$ cat src/rtl/wr_ptr_ctrl_sync_if.sv
// Write-side FIFO pointer bundle: producer handshake, memory port, status and Gray pointer crossing.
// The master drives the producer and read-domain inputs; the slave is the write pointer controller.
interface wr_ptr_ctrl_sync_if #(
    parameter int ADDR_W = 3
);
    logic              write;
    logic              clear_overflow;
    logic [ADDR_W:0]   gray_rd_ptr;
    logic              mem_we;
    logic [ADDR_W-1:0] wr_addr;
    logic [ADDR_W:0]   bin_wr_ptr;
    logic [ADDR_W:0]   gray_wr_ptr;
    logic              full;
    logic              almost_full;
    logic [ADDR_W:0]   fill_level;
    logic              overflow;

    modport master (
        output write, clear_overflow, gray_rd_ptr,
        input  mem_we, wr_addr, bin_wr_ptr, gray_wr_ptr,
        input  full, almost_full, fill_level, overflow
    );

    modport slave (
        input  write, clear_overflow, gray_rd_ptr,
        output mem_we, wr_addr, bin_wr_ptr, gray_wr_ptr,
        output full, almost_full, fill_level, overflow
    );
endinterface

$ cat src/rtl/wr_ptr_ctrl_sync.sv
// Write-domain FIFO pointer controller: mem_we same cycle, gray_wr_ptr 1 edge after accept,
// read pointer seen after SYNC_STAGES edges; writes while full are dropped and flagged in sticky overflow.
module wr_ptr_ctrl_sync #(
    parameter int ADDR_W      = 3,
    parameter int SYNC_STAGES = 2,
    parameter int AF_MARGIN   = 1
) (
    input  logic               clk,
    input  logic               reset,
    wr_ptr_ctrl_sync_if.slave  wr_if
);
    localparam int PTR_W = ADDR_W + 1;
    localparam logic [PTR_W-1:0] DEPTH_V = PTR_W'(1 << ADDR_W);
    localparam logic [PTR_W-1:0] AF_THR  = PTR_W'((1 << ADDR_W) - AF_MARGIN);

    logic [PTR_W-1:0] r_bin_wr_ptr;
    logic [PTR_W-1:0] r_gray_wr_ptr;
    logic [PTR_W-1:0] r_sync [SYNC_STAGES];
    logic             r_overflow;

    logic [PTR_W-1:0] w_rd_gray_sync;
    logic [PTR_W-1:0] w_rd_bin_sync;
    logic [PTR_W-1:0] w_fill;
    logic [PTR_W-1:0] w_bin_next;
    logic             w_full;
    logic             w_accept;

    assign w_rd_gray_sync = r_sync[SYNC_STAGES-1];

    // Each binary bit is the XOR of all Gray bits at and above it.
    always_comb begin
        w_rd_bin_sync = '0;
        for (int i = 0; i < PTR_W; i++) begin
            w_rd_bin_sync[i] = ^(w_rd_gray_sync >> i);
        end
    end

    assign w_fill     = r_bin_wr_ptr - w_rd_bin_sync;
    assign w_full     = (w_fill == DEPTH_V);
    assign w_accept   = wr_if.write & ~w_full;
    assign w_bin_next = r_bin_wr_ptr + PTR_W'(1);

    always_ff @(posedge clk) begin
        if (!reset) begin
            r_bin_wr_ptr  <= '0;
            r_gray_wr_ptr <= '0;
            r_overflow    <= 1'b0;
            for (int s = 0; s < SYNC_STAGES; s++) begin
                r_sync[s] <= '0;
            end
        end else begin
            r_sync[0] <= wr_if.gray_rd_ptr;
            for (int s = 1; s < SYNC_STAGES; s++) begin
                r_sync[s] <= r_sync[s-1];
            end
            // Gray copy is registered from the next binary value so the crossing sees one-bit steps only.
            if (w_accept) begin
                r_bin_wr_ptr  <= w_bin_next;
                r_gray_wr_ptr <= w_bin_next ^ (w_bin_next >> 1);
            end
            if (wr_if.write && w_full) begin
                r_overflow <= 1'b1;
            end else if (wr_if.clear_overflow) begin
                r_overflow <= 1'b0;
            end
        end
    end

    assign wr_if.mem_we      = w_accept;
    assign wr_if.wr_addr     = r_bin_wr_ptr[ADDR_W-1:0];
    assign wr_if.bin_wr_ptr  = r_bin_wr_ptr;
    assign wr_if.gray_wr_ptr = r_gray_wr_ptr;
    assign wr_if.full        = w_full;
    assign wr_if.almost_full = (w_fill >= AF_THR);
    assign wr_if.fill_level  = w_fill;
    assign wr_if.overflow    = r_overflow;
endmodule

$ cat src/flat_wrapper.sv
// flat-port wrapper written by rule: the top's interface ports become plain ports
module wr_ptr_ctrl_sync_flat 
#(
    parameter int ADDR_W      = 3,
    parameter int SYNC_STAGES = 2,
    parameter int AF_MARGIN   = 1
)
  (clk, reset, wr_if_write, wr_if_clear_overflow, wr_if_gray_rd_ptr, wr_if_mem_we, wr_if_wr_addr, wr_if_bin_wr_ptr, wr_if_gray_wr_ptr, wr_if_full, wr_if_almost_full, wr_if_fill_level, wr_if_overflow);
  wr_ptr_ctrl_sync_if #(.ADDR_W(ADDR_W)) wr_if_i ();
  input  logic clk;
  input  logic reset;
  input wire logic [$bits(wr_if_i.write)-1:0] wr_if_write;
  input wire logic [$bits(wr_if_i.clear_overflow)-1:0] wr_if_clear_overflow;
  input wire logic [$bits(wr_if_i.gray_rd_ptr)-1:0] wr_if_gray_rd_ptr;
  output wire logic [$bits(wr_if_i.mem_we)-1:0] wr_if_mem_we;
  output wire logic [$bits(wr_if_i.wr_addr)-1:0] wr_if_wr_addr;
  output wire logic [$bits(wr_if_i.bin_wr_ptr)-1:0] wr_if_bin_wr_ptr;
  output wire logic [$bits(wr_if_i.gray_wr_ptr)-1:0] wr_if_gray_wr_ptr;
  output wire logic [$bits(wr_if_i.full)-1:0] wr_if_full;
  output wire logic [$bits(wr_if_i.almost_full)-1:0] wr_if_almost_full;
  output wire logic [$bits(wr_if_i.fill_level)-1:0] wr_if_fill_level;
  output wire logic [$bits(wr_if_i.overflow)-1:0] wr_if_overflow;
  assign wr_if_i.write = wr_if_write;
  assign wr_if_i.clear_overflow = wr_if_clear_overflow;
  assign wr_if_i.gray_rd_ptr = wr_if_gray_rd_ptr;
  assign wr_if_mem_we = wr_if_i.mem_we;
  assign wr_if_wr_addr = wr_if_i.wr_addr;
  assign wr_if_bin_wr_ptr = wr_if_i.bin_wr_ptr;
  assign wr_if_gray_wr_ptr = wr_if_i.gray_wr_ptr;
  assign wr_if_full = wr_if_i.full;
  assign wr_if_almost_full = wr_if_i.almost_full;
  assign wr_if_fill_level = wr_if_i.fill_level;
  assign wr_if_overflow = wr_if_i.overflow;
  wr_ptr_ctrl_sync #(.ADDR_W(ADDR_W), .SYNC_STAGES(SYNC_STAGES), .AF_MARGIN(AF_MARGIN)) u_core (.clk(clk), .reset(reset), .wr_if(wr_if_i));
endmodule
$ cat config.mk
export PLATFORM = sky130hd
export DESIGN_NAME = wr_ptr_ctrl_sync_flat
export DESIGN_NICKNAME = d
export VERILOG_FILES = /design/src/rtl/wr_ptr_ctrl_sync_if.sv /design/src/rtl/wr_ptr_ctrl_sync.sv /design/src/flat_wrapper.sv
export SDC_FILE = /design/constraint.sdc
export NUM_CORES = 1
export LEC_CHECK = 0
export ABC_AREA = 1
export ABC_CLOCK_PERIOD_IN_PS = 8600
export BUFFER_PORTS_ARGS = -buffer_cell sky130_fd_sc_hd__buf_2
export CAP_MARGIN = 25
export CORE_MARGIN = 2
export CORE_UTILIZATION = 45
export CTS_BUF_LIST = sky130_fd_sc_hd__clkbuf_2 sky130_fd_sc_hd__clkbuf_4 sky130_fd_sc_hd__clkbuf_8
export CTS_CLUSTER_SIZE = 14
export DETAILED_ROUTE_END_ITERATION = 12
export PLACE_DENSITY_LB_ADDON = 0.05
export SYNTH_ARGS = -nofsm -noshare
export SYNTH_HDL_FRONTEND = slang
export SYNTH_SLANG_ARGS = --single-unit
$ cat constraint.sdc
create_clock -name clk -period 8.6 [get_ports clk]
set_clock_uncertainty 0.2 [all_clocks]
set_input_delay 1.72 -clock clk [delete_from_list [all_inputs] [get_ports clk]]
set_output_delay 1.72 -clock clk [all_outputs]
set_load 0.01 [all_outputs]
==> results_tabular.tex, run 1 <==
\begin{tabular}{lr}
\hline
Metric & Value \\
\hline
\multicolumn{2}{l}{\textbf{Synth}} \\
\quad Post-synth top cells & sky130\_fd\_sc\_hd\_\_nand2\_1, sky130\_fd\_sc\_hd\_\_inv\_1, sky130\_fd\_sc\_hd\_\_dfxtp\_1, sky130\_fd\_sc\_hd\_\_nand3\_1, sky130\_fd\_sc\_hd\_\_nor2\_1 \\
\quad Share of cell area taken by muxes after synthesis & 0\% \\
\quad Ys flop type & sky130\_fd\_sc\_hd\_\_dfxtp\_1 \\
\quad Synth area leader & sky130\_fd\_sc\_hd\_\_dfxtp\_1 \\
\quad Xor/xnor cell area share of the yosys netlist & 5.284\% \\
\quad Dominant combinational cell family by area after synthesis & simple AND/OR/NAND/NOR gates \\
\quad Nets in the synthesized netlist & about 150 \\
\quad Synth Area per Inst & approximately 7.3 um2 \\
\quad Number of register bits inferred by synthesis & 16 \\
\quad Proportion of netlist area held by the largest area contributor & around a third \\
\quad Post-synthesis share of cell area spent on full adders, half adders and majority gates & between 7 and 8\% \\
\quad Number of cells produced by synthesis & between 100 and 150 \\
\quad Cell types with the largest area share after synthesis & sky130\_fd\_sc\_hd\_\_dfxtp\_1, sky130\_fd\_sc\_hd\_\_nand2\_1, sky130\_fd\_sc\_hd\_\_inv\_1 \\
\quad Post-synthesis compound-gate area fraction & 5.670\% \\
\quad Cell area after technology mapping & 970.9 um2 \\
\quad Most repeated cell in the gate-level netlist after synthesis & sky130\_fd\_sc\_hd\_\_nand2\_1 \\
\quad Unique cell type count in the Yosys netlist & 25 \\
\quad EDFF count, synth & 0 \\
\quad Async set-or-reset flop fraction in the synthesized netlist & 0\% \\
\quad Yosys warning count & 0 \\
\quad Share of synthesized cell area in and, or, nand and nor gates & between 30 and 40\% \\
\quad Part of the Yosys area used for sequential elements & between 30\% and 40\% \\
\multicolumn{2}{l}{\textbf{Hold path}} \\
\quad Hold worst-path end & u\_core.r\_sync[0][7]\$\_SDFF\_PN0\_ \\
\quad Worst Min Path Start & u\_core.r\_sync[0][3]\$\_SDFF\_PN0\_ \\
\quad Min-Delay Path Depth & 2 \\
\quad Type of the most critical hold path & reg2reg \\
\multicolumn{2}{l}{\textbf{Die}} \\
\quad Initial core utilization & between 40\% and 50\% \\
\quad Die footprint & between 2000 and 3000 um2 \\
\quad Number of top-level design ports & 27 \\
\quad Horiz. Die Dim & 50.45 um \\
\quad Vert. Die Dim & 50.45 um \\
\quad Area of the core & 2002 um2 \\
\quad Number of placement rows & 16 \\
\multicolumn{2}{l}{\textbf{Timing}} \\
\quad Final slew viol count & 0 \\
\quad Worst slew margin relative to its limit & about 76\% \\
\quad Final sum of negative setup slack & 0 ns \\
\quad RSZ-0062 raised after global routing & no \\
\quad Fin crit period & 4.746 ns \\
\quad Maximum operating frequency & roughly 210 MHz \\
\quad Final count of negative-setup-slack endpoints & 0 \\
\quad Final count of hold timing violations & 0 \\
\quad Slew @ Worst Pin & 0.3663 ns \\
\quad Final critical-path share of the clock period & 55.18\% \\
\multicolumn{2}{l}{\textbf{GRT}} \\
\quad Antenna violations before repair & 0 \\
\quad Global route hottest layer & met2 \\
\quad Maximum number of pins on one net before global-route repair & 17 \\
\quad Wire length of the first global-routing pass & $\sim$3000 um \\
\quad Vias in the first global route & around 760 \\
\quad Total global routing overflow & 0 \\
\quad Met2 track demand over resource in global routing & 27.63\% \\
\quad Met3 GRT Util & roughly 1.8\% \\
\quad Total Routing Usage GR & roughly 15\% \\
\quad Grt met1 use & between 15 and 20\% \\
\multicolumn{2}{l}{\textbf{Drt}} \\
\quad Routed WL & approximately 1700 um \\
\quad Number of vias per cell after detailed routing & 4.467 \\
\quad Number of detailed-route iterations in the first pass & 4 \\
\quad Remaining routing DRC violations & 0 \\
\quad Post-DR wirelength/cell & between 9 and 10 um \\
\quad Overall via count from detail\_route & 813 \\
\quad Antenna Violating Nets Remaining & 0 \\
\quad Initial DRC count & 12 \\
\multicolumn{2}{l}{\textbf{Placed design}} \\
\quad Post-DP Area & 1071 um2 \\
\quad Placer congestion estimate & between 0.7 and 0.8 \\
\quad Number of port buffers & 26 \\
\quad Placed cells & approximately 180 \\
\quad Total half-perimeter wirelength after legalization and detailed placement & about 1200 um \\
\multicolumn{2}{l}{\textbf{Setup path}} \\
\quad Buffers \& Inverters on Critical Path & 3 \\
\quad Critical Path AT & approximately 2.8 ns \\
\quad CP max stage delay & 0.50 ns \\
\quad Capture point of the worst reg-to-reg path & u\_core.wr\_if.bin\_wr\_ptr[1]\$\_SDFFE\_PN0P\_ \\
\quad Req. time, crit path & 6.68 ns \\
\quad Element type at the critical path start & flip-flop \\
\quad Setup CP Type & reg2out \\
\quad Cells traversed along the worst timing path & xnor2\_2 -> xor2\_1 -> xor2\_1 -> inv\_1 -> ha\_1 -> fa\_1 -> nand2\_1 -> nor2\_8 -> nand3\_4 -> nand2\_1 -> inv\_1 -> buf\_2 \\
\quad Timing startpoint of the critical path & u\_core.r\_sync[0][7]\$\_SDFF\_PN0\_ \\
\quad Worst Path Max Fanout & 16 \\
\quad CP top delay family & adder cells \\
\quad Minimum setup slack among reg-to-reg paths & just under 6 ns \\
\quad Worst reg-to-reg path cell count & 11 \\
\quad Worst reg2reg path startpoint & u\_core.r\_sync[0][7]\$\_SDFF\_PN0\_ \\
\quad Slowest stage cell on the critical path & sky130\_fd\_sc\_hd\_\_fa\_1 \\
\quad Capturing element type of the critical path & primary output \\
\multicolumn{2}{l}{\textbf{Clock network}} \\
\quad H-tree depth & 1 \\
\quad Post-CTS Resized & 0 \\
\quad Clock tree buffer depth & 2 \\
\quad Number of hold-repair buffers added at the cts stage & 0 \\
\quad Buffers inserted during post-CTS setup optimization & 0 \\
\quad Worst-Skew Late Latency & $\sim$0.28 ns \\
\quad Clock sinks & 16 \\
\quad Clock tree from TritonCTS & done \\
\quad Clock slew at reported path FFs & 0.09 ns \\
\quad Number of buffers created by CTS & 3 \\
\quad Clock tree root buffer cell & sky130\_fd\_sc\_hd\_\_clkbuf\_4 \\
\multicolumn{2}{l}{\textbf{Cells and area}} \\
\quad Final Non-Filler Cells & approximately 180 \\
\quad Fin nets & 169 \\
\quad Share of cells above drive strength 1 & 27.74\% \\
\quad Area overhead of the layout relative to synthesis & 14.05\% \\
\quad Inserted Diodes & 0 \\
\quad Final instance area & approximately 1100 um2 \\
\multicolumn{2}{l}{\textbf{Power and ir drop}} \\
\quad Static Leak & approximately 0.67 nW \\
\quad Pwr/cell area & about 250 nW/um2 \\
\quad IR Drop Worst-Case VDD & roughly 120 uV \\
\quad Power consumption & approximately 0.28 mW \\
\multicolumn{2}{l}{\textbf{Run status}} \\
\quad Status & complete, no violations \\
\multicolumn{2}{l}{\textbf{Job}} \\
\quad Total of max-cap violations & 0 \\
\hline
\end{tabular}
==> how the worst max path moves through the flow <==
stage,end,slack [ns],depth (start not counted)
finish,wr_if_mem_we,3.85,12
global route,wr_if_mem_we,3.68,12
CTS,wr_if_mem_we,3.84,12
detailed placement,wr_if_mem_we,4.17,12
global placement,wr_if_mem_we,4.30,12
floorplan,wr_if_mem_we,4.40,4
==> state kept, by name (all words and copies together), names as in the netlist <==
register / flops
u_core.wr_if.gray_wr_ptr: 4
u_core.wr_if.bin_wr_ptr: 3
u_core.wr_if.overflow: 1
u_core.r_sync: 8
==> power breakdown <==
group          internal (mW)  total, mW  switching (mW)
clock network         0.0258     0.0501          0.0243
logic                 0.0549      0.135          0.0802
registers             0.0833     0.0940          0.0107
total                  0.164      0.279           0.115
==> metal layers <==
layer / wire length [um] / vias to the layer above
met5: 0 / -
met4: 9 / 0
met3: 89 / 2
met2: 770 / 22
met1: 867 / 347
li1: - / 442
==> area by class of cell <==
cell class / instances / area [um2]
Inverter: 26 / 97.59
Timing Repair Buffer: 26 / 130.1
Tap cell: 27 / 33.78
Fill cell: 196 / 894.6
Clock buffer: 4 / 36.28
Multi-Input combinational cell: 83 / 489.2
Sequential cell: 16 / 320.3
==> cells by family (layout without fill, tap and decap cells) <==
logic type / count (synthesis) / after routing
DFF: 16 / 16
and+or+nand+nor: 64 / 64
AOI/OAI and AO/OA: 9 / 9
xor gates and xnor gates: 5 / 5
buffers and inverters: 34 / 56
adders and majority gates: 5 / 5
==> per-stage QoR <==
step | hold slack, ns | util (%) | setup WS, ns
floorplan | 0.1864 | - | 4.399
detailed placement | 0.1953 | 53.50 | 4.173
global route | 0.2465 | 55.31 | 3.685
global placement | 0.1949 | 53.50 | 4.295
finish | 0.2131 | 55.31 | 3.854
CTS | 0.2145 | 55.31 | 3.839
==> worst min-delay path: cells and delay by family (launching register included) <==
| kind | cells | cell delay [ns] |
|---|---|---|
| flops | 1 | 0.31 |
| buf+inv | 1 | 0.03 |
| simple gates | 1 | 0.04 |
==> cells in the final DEF, fill, tap and decap left out, drive strengths merged <==
cell and instances:
nand4 1, nor2 9, buf 26, xnor2 1, xor2 4, a21oi 7, dfxtp 16, fa 1
nand3 13, nand2 40, a31o 1, or2 1, ha 4, inv 26, a21boi 1, clkbuf 4
Power figures use the tool's default switching activity.
==> inputs of run 2 (changes only) <==
--- a/config.mk
+++ b/config.mk
@@ -5,8 +5,8 @@
 export SDC_FILE = /design/constraint.sdc
 export NUM_CORES = 1
 export LEC_CHECK = 0
-export ABC_AREA = 1
-export ABC_CLOCK_PERIOD_IN_PS = 8600
+export ABC_AREA = 0
+export ABC_CLOCK_PERIOD_IN_PS = 4200
 export BUFFER_PORTS_ARGS = -buffer_cell sky130_fd_sc_hd__buf_2
 export CAP_MARGIN = 25
 export CORE_MARGIN = 2
==> constraint.sdc (replaced) <==
create_clock -name clk -period 4.2 [get_ports clk]
set_clock_uncertainty 0.2 [all_clocks]
set_input_delay 0.84 -clock clk [delete_from_list [all_inputs] [get_ports clk]]
set_output_delay 0.84 -clock clk [all_outputs]
set_load 0.01 [all_outputs]
==> run 2 against run 1 <==
Against the previous run:
- clock power rose by 100%
- final cell count fell by 15%
- synthesized cell count fell by 20%
- total power rose by 76%
- critical path type unchanged
- critical endpoint unchanged
- largest cell class unchanged
==> results_tabular.tex, run 2 <==
\begin{tabular}{lr}
\hline
Metric & Value \\
\hline
\multicolumn{2}{l}{\textbf{Run status}} \\
\quad Status & complete, no violations (unchanged) \\
\multicolumn{2}{l}{\textbf{Setup path}} \\
\quad Capture point of the worst reg-to-reg path & u\_core.wr\_if.bin\_wr\_ptr[2]\$\_SDFFE\_PN0P\_ (was u\_core.wr\_if.bin\_wr\_ptr[1]\$\_SDFFE\_PN0P\_) \\
\quad Timing startpoint of the critical path & u\_core.r\_sync[0][7]\$\_SDFF\_PN0\_ (unchanged) \\
\quad Worst reg2reg path startpoint & u\_core.r\_sync[0][7]\$\_SDFF\_PN0\_ (unchanged) \\
\quad Critical Path AT & 2.94 ns (was 2.83 ns) \\
\quad Element type at the critical path start & flip-flop (unchanged) \\
\quad Req. time, crit path & 3.16 ns (was 6.68 ns) \\
\quad Slowest stage cell on the critical path & sky130\_fd\_sc\_hd\_\_fa\_2 (was sky130\_fd\_sc\_hd\_\_fa\_1) \\
\quad Capturing element type of the critical path & primary output (unchanged) \\
\quad Setup CP Type & reg2out (unchanged) \\
\quad Worst Path Max Fanout & 8 (was 16) \\
\quad Worst reg-to-reg path cell count & 9 (was 11) \\
\quad Cells traversed along the worst timing path & xnor2\_2 -> xor2\_1 -> xnor2\_1 -> ha\_1 -> fa\_2 -> nand4b\_1 -> a221o\_2 -> nand4\_4 -> inv\_2 -> buf\_2 (was xnor2\_2 -> xor2\_1 -> xor2\_1 -> inv\_1 -> ha\_1 -> fa\_1 -> nand2\_1 -> nor2\_8 -> nand3\_4 -> nand2\_1 -> inv\_1 -> buf\_2) \\
\quad Minimum setup slack among reg-to-reg paths & 1.13 ns (was 5.77 ns) \\
\quad CP max stage delay & 0.62 ns (was 0.50 ns) \\
\multicolumn{2}{l}{\textbf{Cells and area}} \\
\quad Flip-flop count of the largest register, all copies and words added & 8 (unchanged) \\
\quad Share of cells above drive strength 1 & 34.38\% (was 27.74\%) \\
\quad Commonest cells after routing, fill and taps aside & sky130\_fd\_sc\_hd\_\_buf\_2, sky130\_fd\_sc\_hd\_\_dfxtp\_1, sky130\_fd\_sc\_hd\_\_nand2\_1, sky130\_fd\_sc\_hd\_\_and2\_1 (was sky130\_fd\_sc\_hd\_\_nand2\_1, sky130\_fd\_sc\_hd\_\_buf\_2, sky130\_fd\_sc\_hd\_\_inv\_1, sky130\_fd\_sc\_hd\_\_dfxtp\_1, sky130\_fd\_sc\_hd\_\_nand3\_1) \\
\quad Final-layout fill cell count & 190 (was 196) \\
\quad Most flops, register & u\_core.r\_sync (unchanged) \\
\quad Most common cell after layout, fill and taps aside & sky130\_fd\_sc\_hd\_\_buf\_2 (was sky130\_fd\_sc\_hd\_\_nand2\_1) \\
\quad Fin nets & 142 (was 169) \\
\quad Final Non-Filler Cells & 155 (was 182) \\
\quad Area overhead of the layout relative to synthesis & 15.78\% (was 14.05\%) \\
\quad Inserted Diodes & 0 (unchanged) \\
\multicolumn{2}{l}{\textbf{Placed design}} \\
\quad Total half-perimeter wirelength after legalization and detailed placement & 1204 um (was 1236 um) \\
\quad Placed cells & 151 (was 178) \\
\quad Placer congestion estimate & 0.7820 (was 0.7644) \\
\quad Number of port buffers & 26 (unchanged) \\
\multicolumn{2}{l}{\textbf{Drt}} \\
\quad Routed WL & 1573 um (was 1736 um) \\
\quad Number of detailed-route iterations in the first pass & 4 (unchanged) \\
\quad Overall via count from detail\_route & 763 (was 813) \\
\quad Post-DR wirelength/cell & 10.15 um (was 9.538 um) \\
\quad Antenna Violating Nets Remaining & 0 (unchanged) \\
\quad Initial DRC count & 4 (was 12) \\
\quad Number of vias per cell after detailed routing & 4.923 (was 4.467) \\
\quad Remaining routing DRC violations & 0 (unchanged) \\
\multicolumn{2}{l}{\textbf{Hold path}} \\
\quad Min-Delay Path Depth & 1 (was 2) \\
\quad Worst Min Path Start & u\_core.r\_sync[0][3]\$\_SDFF\_PN0\_ (unchanged) \\
\quad Type of the most critical hold path & reg2reg (unchanged) \\
\quad Hold worst-path end & u\_core.r\_sync[0][7]\$\_SDFF\_PN0\_ (unchanged) \\
\multicolumn{2}{l}{\textbf{Timing}} \\
\quad RSZ-0062 raised after global routing & no (unchanged) \\
\quad Slew @ Worst Pin & 0.6155 ns (was 0.3663 ns) \\
\quad Worst slew margin relative to its limit & 58.97\% (was 75.55\%) \\
\quad Fin crit period & 3.979 ns \\
\quad Final critical-path share of the clock period & between 90\% and 100\% \\
\quad Final sum of negative setup slack & 0 ns (unchanged) \\
\quad Final count of negative-setup-slack endpoints & 0 (unchanged) \\
\quad Final count of hold timing violations & 0 (unchanged) \\
\quad Maximum operating frequency & 251.3 MHz \\
\quad Final slew viol count & 0 (unchanged) \\
\multicolumn{2}{l}{\textbf{Die}} \\
\quad Area of the core & 2002 um2 (unchanged) \\
\quad Horiz. Die Dim & 50.75 um (was 50.45 um) \\
\quad Die footprint & 2576 um2 (was 2545 um2) \\
\quad Number of placement rows & 16 (unchanged) \\
\quad Number of top-level design ports & 27 (unchanged) \\
\quad Initial core utilization & 49.12\% (was 48.50\%) \\
\quad Vert. Die Dim & 50.75 um (was 50.45 um) \\
\multicolumn{2}{l}{\textbf{Power and ir drop}} \\
\quad Pint & 0.3099 mW (was 0.1639 mW) \\
\quad Net Sw Power & 0.1807 mW (was 0.1153 mW) \\
\quad Part of the power in the clock network & 20.9\% (was 17.9\%) \\
\quad IR Drop Worst-Case VDD & 274.9 uV (was 123.2 uV) \\
\quad Power share of the combinational group & 43.0\% (was 48.4\%) \\
\quad Sw Share & 36.83\% (was 41.29\%) \\
\quad Pwr/cell area & 430.8 nW/um2 (was 252.2 nW/um2) \\
\quad Static Leak & 0.5186 nW (was 0.6688 nW) \\
\quad Sequential fraction of design power & 36.1\% (was 33.7\%) \\
\multicolumn{2}{l}{\textbf{GRT}} \\
\quad Vias in the first global route & 627 (was 764) \\
\quad Wire length of the first global-routing pass & 2615 um (was 3008 um) \\
\quad Antenna violations before repair & 0 (unchanged) \\
\quad Total Routing Usage GR & 13.59\% (was 15.13\%) \\
\quad Maximum number of pins on one net before global-route repair & 23 (was 17) \\
\quad Total global routing overflow & 0 (unchanged) \\
\multicolumn{2}{l}{\textbf{Clock network}} \\
\quad Clock slew at reported path FFs & 0.09 ns (about the same) \\
\quad Number of hold-repair buffers added at the cts stage & 0 (unchanged) \\
\quad Clock tree root buffer cell & sky130\_fd\_sc\_hd\_\_clkbuf\_4 (unchanged) \\
\quad Worst-Skew Late Latency & 0.29 ns (was 0.28 ns) \\
\quad Clock tree from TritonCTS & done (unchanged) \\
\quad Number of buffers created by CTS & 3 (unchanged) \\
\quad Clock tree buffer depth & 2 (unchanged) \\
\quad Clock sinks & 16 (unchanged) \\
\quad H-tree depth & 1 (unchanged) \\
\multicolumn{2}{l}{\textbf{Synth}} \\
\quad Most repeated cell in the gate-level netlist after synthesis & sky130\_fd\_sc\_hd\_\_dfxtp\_1 (was sky130\_fd\_sc\_hd\_\_nand2\_1) \\
\quad Async set-or-reset flop fraction in the synthesized netlist & 0\% (unchanged) \\
\quad EDFF count, synth & 0 (unchanged) \\
\quad Number of register bits inferred by synthesis & 16 (unchanged) \\
\quad Cell types with the largest area share after synthesis & sky130\_fd\_sc\_hd\_\_dfxtp\_1, sky130\_fd\_sc\_hd\_\_xnor2\_1, sky130\_fd\_sc\_hd\_\_mux2i\_1 (was sky130\_fd\_sc\_hd\_\_dfxtp\_1, sky130\_fd\_sc\_hd\_\_nand2\_1, sky130\_fd\_sc\_hd\_\_inv\_1) \\
\quad Proportion of netlist area held by the largest area contributor & 32.57\% (was 32.99\%) \\
\quad Cell area after technology mapping & 983.4 um2 (was 970.9 um2) \\
\quad Synth Area per Inst & 9.278 um2 (was 7.300 um2) \\
\quad Number of cells produced by synthesis & 106 (was 133) \\
\quad Synth area leader & sky130\_fd\_sc\_hd\_\_dfxtp\_1 (unchanged) \\
\quad Post-synth top cells & sky130\_fd\_sc\_hd\_\_dfxtp\_1, sky130\_fd\_sc\_hd\_\_nand2\_1, sky130\_fd\_sc\_hd\_\_and2\_1, sky130\_fd\_sc\_hd\_\_xnor2\_1, sky130\_fd\_sc\_hd\_\_inv\_1 (was sky130\_fd\_sc\_hd\_\_nand2\_1, sky130\_fd\_sc\_hd\_\_inv\_1, sky130\_fd\_sc\_hd\_\_dfxtp\_1, sky130\_fd\_sc\_hd\_\_nand3\_1, sky130\_fd\_sc\_hd\_\_nor2\_1) \\
\quad Part of the Yosys area used for sequential elements & 32.57\% (was 32.99\%) \\
\quad Yosys warning count & 0 (unchanged) \\
\quad Ys flop type & sky130\_fd\_sc\_hd\_\_dfxtp\_1 (unchanged) \\
\quad Unique cell type count in the Yosys netlist & 36 (was 25) \\
\quad Nets in the synthesized netlist & 119 (was 146) \\
\multicolumn{2}{l}{\textbf{Job}} \\
\quad Total of max-cap violations & 0 (unchanged) \\
\hline
\end{tabular}
[run 2: cell count changes after synthesis, moves of 3 or more]
cell                      delta
sky130_fd_sc_hd__nand2_2     -4
sky130_fd_sc_hd__and4_2      +3
sky130_fd_sc_hd__nor2_1      -7
sky130_fd_sc_hd__inv_1      -18
sky130_fd_sc_hd__xnor2_1     +8
sky130_fd_sc_hd__nand2_1    -23
sky130_fd_sc_hd__xor2_1      -3
sky130_fd_sc_hd__mux2i_1     +6
sky130_fd_sc_hd__and2_1      +8
sky130_fd_sc_hd__nand3_1     -9
[run 2: power by group through the flow]
stage | combinational (mW) | sequential [mW] | clock (mW)
after floorplan | 0.151 | 0.184 | 0
after global placement | 0.207 | 0.181 | 0
after detailed placement | 0.209 | 0.181 | 0
after CTS | 0.210 | 0.177 | 0.105
after global routing | 0.234 | 0.180 | 0.113
final | 0.211 | 0.177 | 0.102
[run 2: what timing repair did]
action / 4_1_cts / 5_1_grt
gates resized for setup: 0 / 3
endpoints found under the hold margin: 0 / 0
setup endpoints to repair: 0 / 1
setup buffers: 0 / 0
[run 2: how the worst max path moves through the flow]
stage,to
finish,wr_if_mem_we
global route,wr_if_mem_we
CTS,wr_if_mem_we
detailed placement,wr_if_mem_we
global placement,wr_if_mem_we
floorplan,wr_if_mem_we
[run 2: per-stage QoR]
| stage | power (mW) | util [%] | instance area, um2 | hold slack (ns) | setup slack (ns) |
|---|---|---|---|---|---|
| after floorplan | 0.3347 | - | 983.4 | 0.2057 | 0.6509 |
| after global routing | 0.5272 | 56.88 | 1139 | 0.2641 | 0.06000 |
| after CTS | 0.4931 | 56.31 | 1127 | 0.2430 | 0.05658 |
| after global placement | 0.3881 | 54.50 | 1091 | 0.2141 | 0.4445 |
| after detailed placement | 0.3907 | 54.50 | 1091 | 0.2179 | 0.3799 |
| final | 0.4905 | 56.88 | 1139 | 0.2355 | 0.2215 |
[run 2: cell families after synthesis]
group / synth area share, %
XOR/XNOR: 9.670
multiplexers: 6.107
buffers and inverters: 9.161
flip-flops: 32.57
adder cells (fa/ha/maj): 7.125
AND/OR/NAND/NOR: 26.85
AO/OA/AOI/OAI: 8.524
[run 2: final cells by class]
cell class,count,area (um2),share of cell area (%)
Clock buffer,4,36.28,3.187
Inverter,9,33.78,2.967
Multi-Input combinational cell,73,583.1,51.21
Sequential cell,16,321.6,28.24
Tap cell,27,33.78,2.967
Timing Repair Buffer,26,130.1,11.43
[run 2: routing by layer]
metal  vias to the layer above  track usage (%)  share of wire [%]
met5                         -                0                  0
met4                         0            4.054                1.1
met3                         2            3.571                4.6
met2                        16            22.59                 45
met1                       341            17.19                 50
li1                        404                -                  -
[run 2: worst max-delay path: cells and delay by family (launching register included)]
family | cells | cell delay, ns
adder cells (fa/ha/maj) | 2 | 0.83
flip-flops | 1 | 0.41
AO/OA/AOI/OAI | 1 | 0.41
buffers and inverters | 2 | 0.21
XOR/XNOR | 3 | 0.52
AND/OR/NAND/NOR | 2 | 0.28
==> inputs of run 3 (changes only) <==
--- a/config.mk
+++ b/config.mk
@@ -7,14 +7,15 @@
 export LEC_CHECK = 0
 export ABC_AREA = 0
 export ABC_CLOCK_PERIOD_IN_PS = 4200
-export BUFFER_PORTS_ARGS = -buffer_cell sky130_fd_sc_hd__buf_2
 export CAP_MARGIN = 25
 export CORE_MARGIN = 2
 export CORE_UTILIZATION = 45
 export CTS_BUF_LIST = sky130_fd_sc_hd__clkbuf_2 sky130_fd_sc_hd__clkbuf_4 sky130_fd_sc_hd__clkbuf_8
 export CTS_CLUSTER_SIZE = 14
 export DETAILED_ROUTE_END_ITERATION = 12
+export DONT_BUFFER_PORTS = 1
 export PLACE_DENSITY_LB_ADDON = 0.05
+export RECOVER_POWER = 100
 export SYNTH_ARGS = -nofsm -noshare
 export SYNTH_HDL_FRONTEND = slang
 export SYNTH_SLANG_ARGS = --single-unit
==> run 3 against run 2 <==
Against the previous run:
- sequential share of layout area up 3.6 points
- die area is the same
- wire length grew 0.89%
- final area is 11% lower
- count of clock-buffer cells in the layout is the same
- non-clock buffer count decreased by 25
- register-to-register slack worse by 0.04 ns
- global-route usage up 1.0 points
- clock power hardly changed
- sequential power grew 2%
- total power fell by 6.9%
- highest routed layer unchanged
==> results_tabular.tex, run 3 (synthesis results as in run 2) <==
\begin{tabular}{lr}
\hline
Metric & Value \\
\hline
\multicolumn{2}{l}{\textbf{Placed design}} \\
\quad Number of port buffers & 0 (was 26) \\
\quad Total half-perimeter wirelength after legalization and detailed placement & 1197 um (was 1204 um) \\
\quad Placer congestion estimate & 0.7450 (was 0.7820) \\
\multicolumn{2}{l}{\textbf{Drt}} \\
\quad Routed WL & 1587 um (was 1573 um) \\
\quad Antenna Violating Nets Remaining & 0 (unchanged) \\
\quad Number of vias per cell after detailed routing & 5.415 (was 4.923) \\
\quad Remaining routing DRC violations & 0 (unchanged) \\
\quad Initial DRC count & 11 (was 4) \\
\quad Post-DR wirelength/cell & 12.21 um (was 10.15 um) \\
\quad Overall via count from detail\_route & 704 (was 763) \\
\quad Number of detailed-route iterations in the first pass & 4 (unchanged) \\
\multicolumn{2}{l}{\textbf{Hold path}} \\
\quad Type of the most critical hold path & reg2reg (unchanged) \\
\multicolumn{2}{l}{\textbf{GRT}} \\
\quad Vias in the first global route & 600 (was 627) \\
\quad Total Routing Usage GR & 14.59\% (was 13.59\%) \\
\quad Antenna violations before repair & 0 (unchanged) \\
\quad Maximum number of pins on one net before global-route repair & 23 (unchanged) \\
\quad Total global routing overflow & 0 (unchanged) \\
\quad Wire length of the first global-routing pass & 2753 um (was 2615 um) \\
\multicolumn{2}{l}{\textbf{Cells and area}} \\
\quad Area used by multi-input combinational logic & 581.8 um2 (was 583.1 um2) \\
\quad Final-layout fill cell count & 197 (was 190) \\
\quad Flip-flop count of the largest register, all copies and words added & 8 (unchanged) \\
\quad Share of cells above drive strength 1 & 15.53\% (was 34.38\%) \\
\quad Area of all sequential standard cells & 321.6 um2 (unchanged) \\
\quad Fin nets & 117 (was 142) \\
\quad Commonest cells after routing, fill and taps aside & sky130\_fd\_sc\_hd\_\_dfxtp\_1, sky130\_fd\_sc\_hd\_\_nand2\_1, sky130\_fd\_sc\_hd\_\_xnor2\_1, sky130\_fd\_sc\_hd\_\_and2\_1, sky130\_fd\_sc\_hd\_\_inv\_1 (was sky130\_fd\_sc\_hd\_\_buf\_2, sky130\_fd\_sc\_hd\_\_dfxtp\_1, sky130\_fd\_sc\_hd\_\_nand2\_1, sky130\_fd\_sc\_hd\_\_and2\_1) \\
\quad Most common cell after layout, fill and taps aside & sky130\_fd\_sc\_hd\_\_dfxtp\_1 (was sky130\_fd\_sc\_hd\_\_buf\_2) \\
\quad Inserted Diodes & 0 (unchanged) \\
\quad Most flops, register & u\_core.r\_sync (unchanged) \\
\quad Area overhead of the layout relative to synthesis & 2.799\% (was 15.78\%) \\
\multicolumn{2}{l}{\textbf{Timing}} \\
\quad Worst slew margin relative to its limit & 60.30\% (was 58.97\%) \\
\quad Final slew viol count & 0 (unchanged) \\
\quad Final count of negative-setup-slack endpoints & 0 (unchanged) \\
\quad Final critical-path share of the clock period & 93.22\% (was 94.73\%) \\
\quad Final count of hold timing violations & 0 (unchanged) \\
\quad RSZ-0062 raised after global routing & no (unchanged) \\
\quad Slew @ Worst Pin & 0.5955 ns (was 0.6155 ns) \\
\quad Final sum of negative setup slack & 0 ns (unchanged) \\
\quad Fin crit period & 3.915 ns (was 3.979 ns) \\
\quad Maximum operating frequency & 255.4 MHz (was 251.3 MHz) \\
\multicolumn{2}{l}{\textbf{Die}} \\
\quad Number of placement rows & 16 (unchanged) \\
\quad Vert. Die Dim & 50.75 um (unchanged) \\
\quad Horiz. Die Dim & 50.75 um (unchanged) \\
\quad Initial core utilization & 49.12\% (unchanged) \\
\quad Number of top-level design ports & 27 (unchanged) \\
\quad Die footprint & 2576 um2 (unchanged) \\
\quad Area of the core & 2002 um2 (unchanged) \\
\multicolumn{2}{l}{\textbf{Setup path}} \\
\quad Req. time, crit path & 3.16 ns (about the same) \\
\quad Setup CP Type & reg2out (unchanged) \\
\quad Capturing element type of the critical path & primary output (unchanged) \\
\quad Element type at the critical path start & flip-flop (unchanged) \\
\quad Critical Path AT & 2.88 ns (was 2.94 ns) \\
\quad Worst Path Max Fanout & 8 (unchanged) \\
\multicolumn{2}{l}{\textbf{Clock network}} \\
\quad Clock tree from TritonCTS & done (unchanged) \\
\quad Clock sinks & 16 (unchanged) \\
\quad Clock tree buffer depth & 2 (unchanged) \\
\quad Buffers inserted during post-CTS setup optimization & 0 (unchanged) \\
\quad Clock tree root buffer cell & sky130\_fd\_sc\_hd\_\_clkbuf\_4 (unchanged) \\
\quad Worst-Skew Late Latency & 0.29 ns (about the same) \\
\quad H-tree depth & 1 (unchanged) \\
\quad Number of buffers created by CTS & 3 (unchanged) \\
\quad Clock slew at reported path FFs & 0.09 ns (about the same) \\
\multicolumn{2}{l}{\textbf{Power and ir drop}} \\
\quad Sequential fraction of design power & 39.6\% (was 36.1\%) \\
\quad Pint & 0.2858 mW (was 0.3099 mW) \\
\quad IR Drop Worst-Case VDD & 222.1 uV (was 274.9 uV) \\
\quad Power consumption & 0.4565 mW (was 0.4905 mW) \\
\quad Part of the power in the clock network & 22.2\% (was 20.9\%) \\
\quad Power share of the combinational group & 38.2\% (was 43.0\%) \\
\quad Static Leak & 0.3980 nW (was 0.5186 nW) \\
\quad Pwr/cell area & 451.6 nW/um2 (was 430.8 nW/um2) \\
\quad Sw Share & 37.40\% (was 36.83\%) \\
\quad Net Sw Power & 0.1708 mW (was 0.1807 mW) \\
\multicolumn{2}{l}{\textbf{Run status}} \\
\quad Status & complete, no violations (unchanged) \\
\multicolumn{2}{l}{\textbf{Job}} \\
\quad Total of max-cap violations & 0 (unchanged) \\
\hline
\end{tabular}
[run 3: cell count changes in the layout (fill, tap and decap cells not counted)]
cell                       previous run  this run
sky130_fd_sc_hd__nand3_2              1         0
sky130_fd_sc_hd__xnor2_1              7         8
sky130_fd_sc_hd__xor2_4               0         1
sky130_fd_sc_hd__buf_2               26         0
sky130_fd_sc_hd__nand3_1              1         2
sky130_fd_sc_hd__clkbuf_1             0         1
sky130_fd_sc_hd__xor2_2               1         0
sky130_fd_sc_hd__xnor2_2              1         0
[run 3: worst max-delay path: stages (launching register included)]
cell and delay (ns):
sky130_fd_sc_hd__dfxtp_2 0.37, sky130_fd_sc_hd__xnor2_1 0.22, sky130_fd_sc_hd__xor2_1 0.29, sky130_fd_sc_hd__xnor2_1 0.10
sky130_fd_sc_hd__ha_1 0.21, sky130_fd_sc_hd__fa_2 0.62, sky130_fd_sc_hd__nand4b_1 0.15, sky130_fd_sc_hd__a221o_2 0.41
sky130_fd_sc_hd__nand4_4 0.13, sky130_fd_sc_hd__inv_2 0.09
[run 3: final timing paths]
kind | from | endpoint | slack [ns] | cells past startpoint
hold / removal | u_core.r_sync[0][3]$_SDFF_PN0_ | u_core.r_sync[0][7]$_SDFF_PN0_ | 0.23 | 1
setup reg to reg | u_core.r_sync[0][7]$_SDFF_PN0_ | u_core.wr_if.bin_wr_ptr[2]$_SDFFE_PN0P_ | 1.09 | 9
hold reg to reg | u_core.r_sync[0][3]$_SDFF_PN0_ | u_core.r_sync[0][7]$_SDFF_PN0_ | 0.23 | 1
setup / recovery | u_core.r_sync[0][7]$_SDFF_PN0_ | wr_if_mem_we | 0.28 | 9
[run 3: cell type report]
class | count | area share [%]
flip-flops and latches | 16 | 31.81
clock buffers | 4 | 3.589
multi-input cells | 73 | 57.55
repair buffers | 1 | 0.3713
inverters | 9 | 3.342
well taps | 27 | 3.342
[run 3: metal layers]
layer | wire length, um | GRT usage (%) | up-vias
li1 | - | - | 358
met5 | 0 | 0 | -
met3 | 106 | 6.250 | 4
met1 | 703 | 17.01 | 324
met2 | 755 | 24.34 | 18
met4 | 21 | 4.054 | 0
[run 3: per-stage QoR]
step / hold WS, ns / setup slack (ns) / cell area [um2] / util, % / std cells
after global routing: 0.2549 / 0.06301 / 1011 / 50.50 / 130
after global placement: 0.2117 / 0.5508 / 968.4 / 48.38 / 126
after CTS: 0.2413 / 0.09436 / 1005 / 50.19 / 130
after detailed placement: 0.2161 / 0.4273 / 968.4 / 48.38 / 126
after floorplan: 0.2057 / 0.6509 / 983.4 / - / 106
final: 0.2335 / 0.2847 / 1011 / 50.50 / 130
[run 3: power groups by stage]
| stage | Clock [mW] | Sequential [mW] | Combinational (mW) |
|---|---|---|---|
| after floorplan | 0 | 0.184 | 0.151 |
| after global placement | 0 | 0.184 | 0.170 |
| after detailed placement | 0 | 0.185 | 0.172 |
| after CTS | 0.105 | 0.181 | 0.172 |
| after global routing | 0.115 | 0.184 | 0.195 |
| final | 0.101 | 0.181 | 0.175 |
[run 3: timing repair]
item,CTS,global route
hold buffers,0,0
endpoints found under the setup margin,0,1
resized for setup,0,3
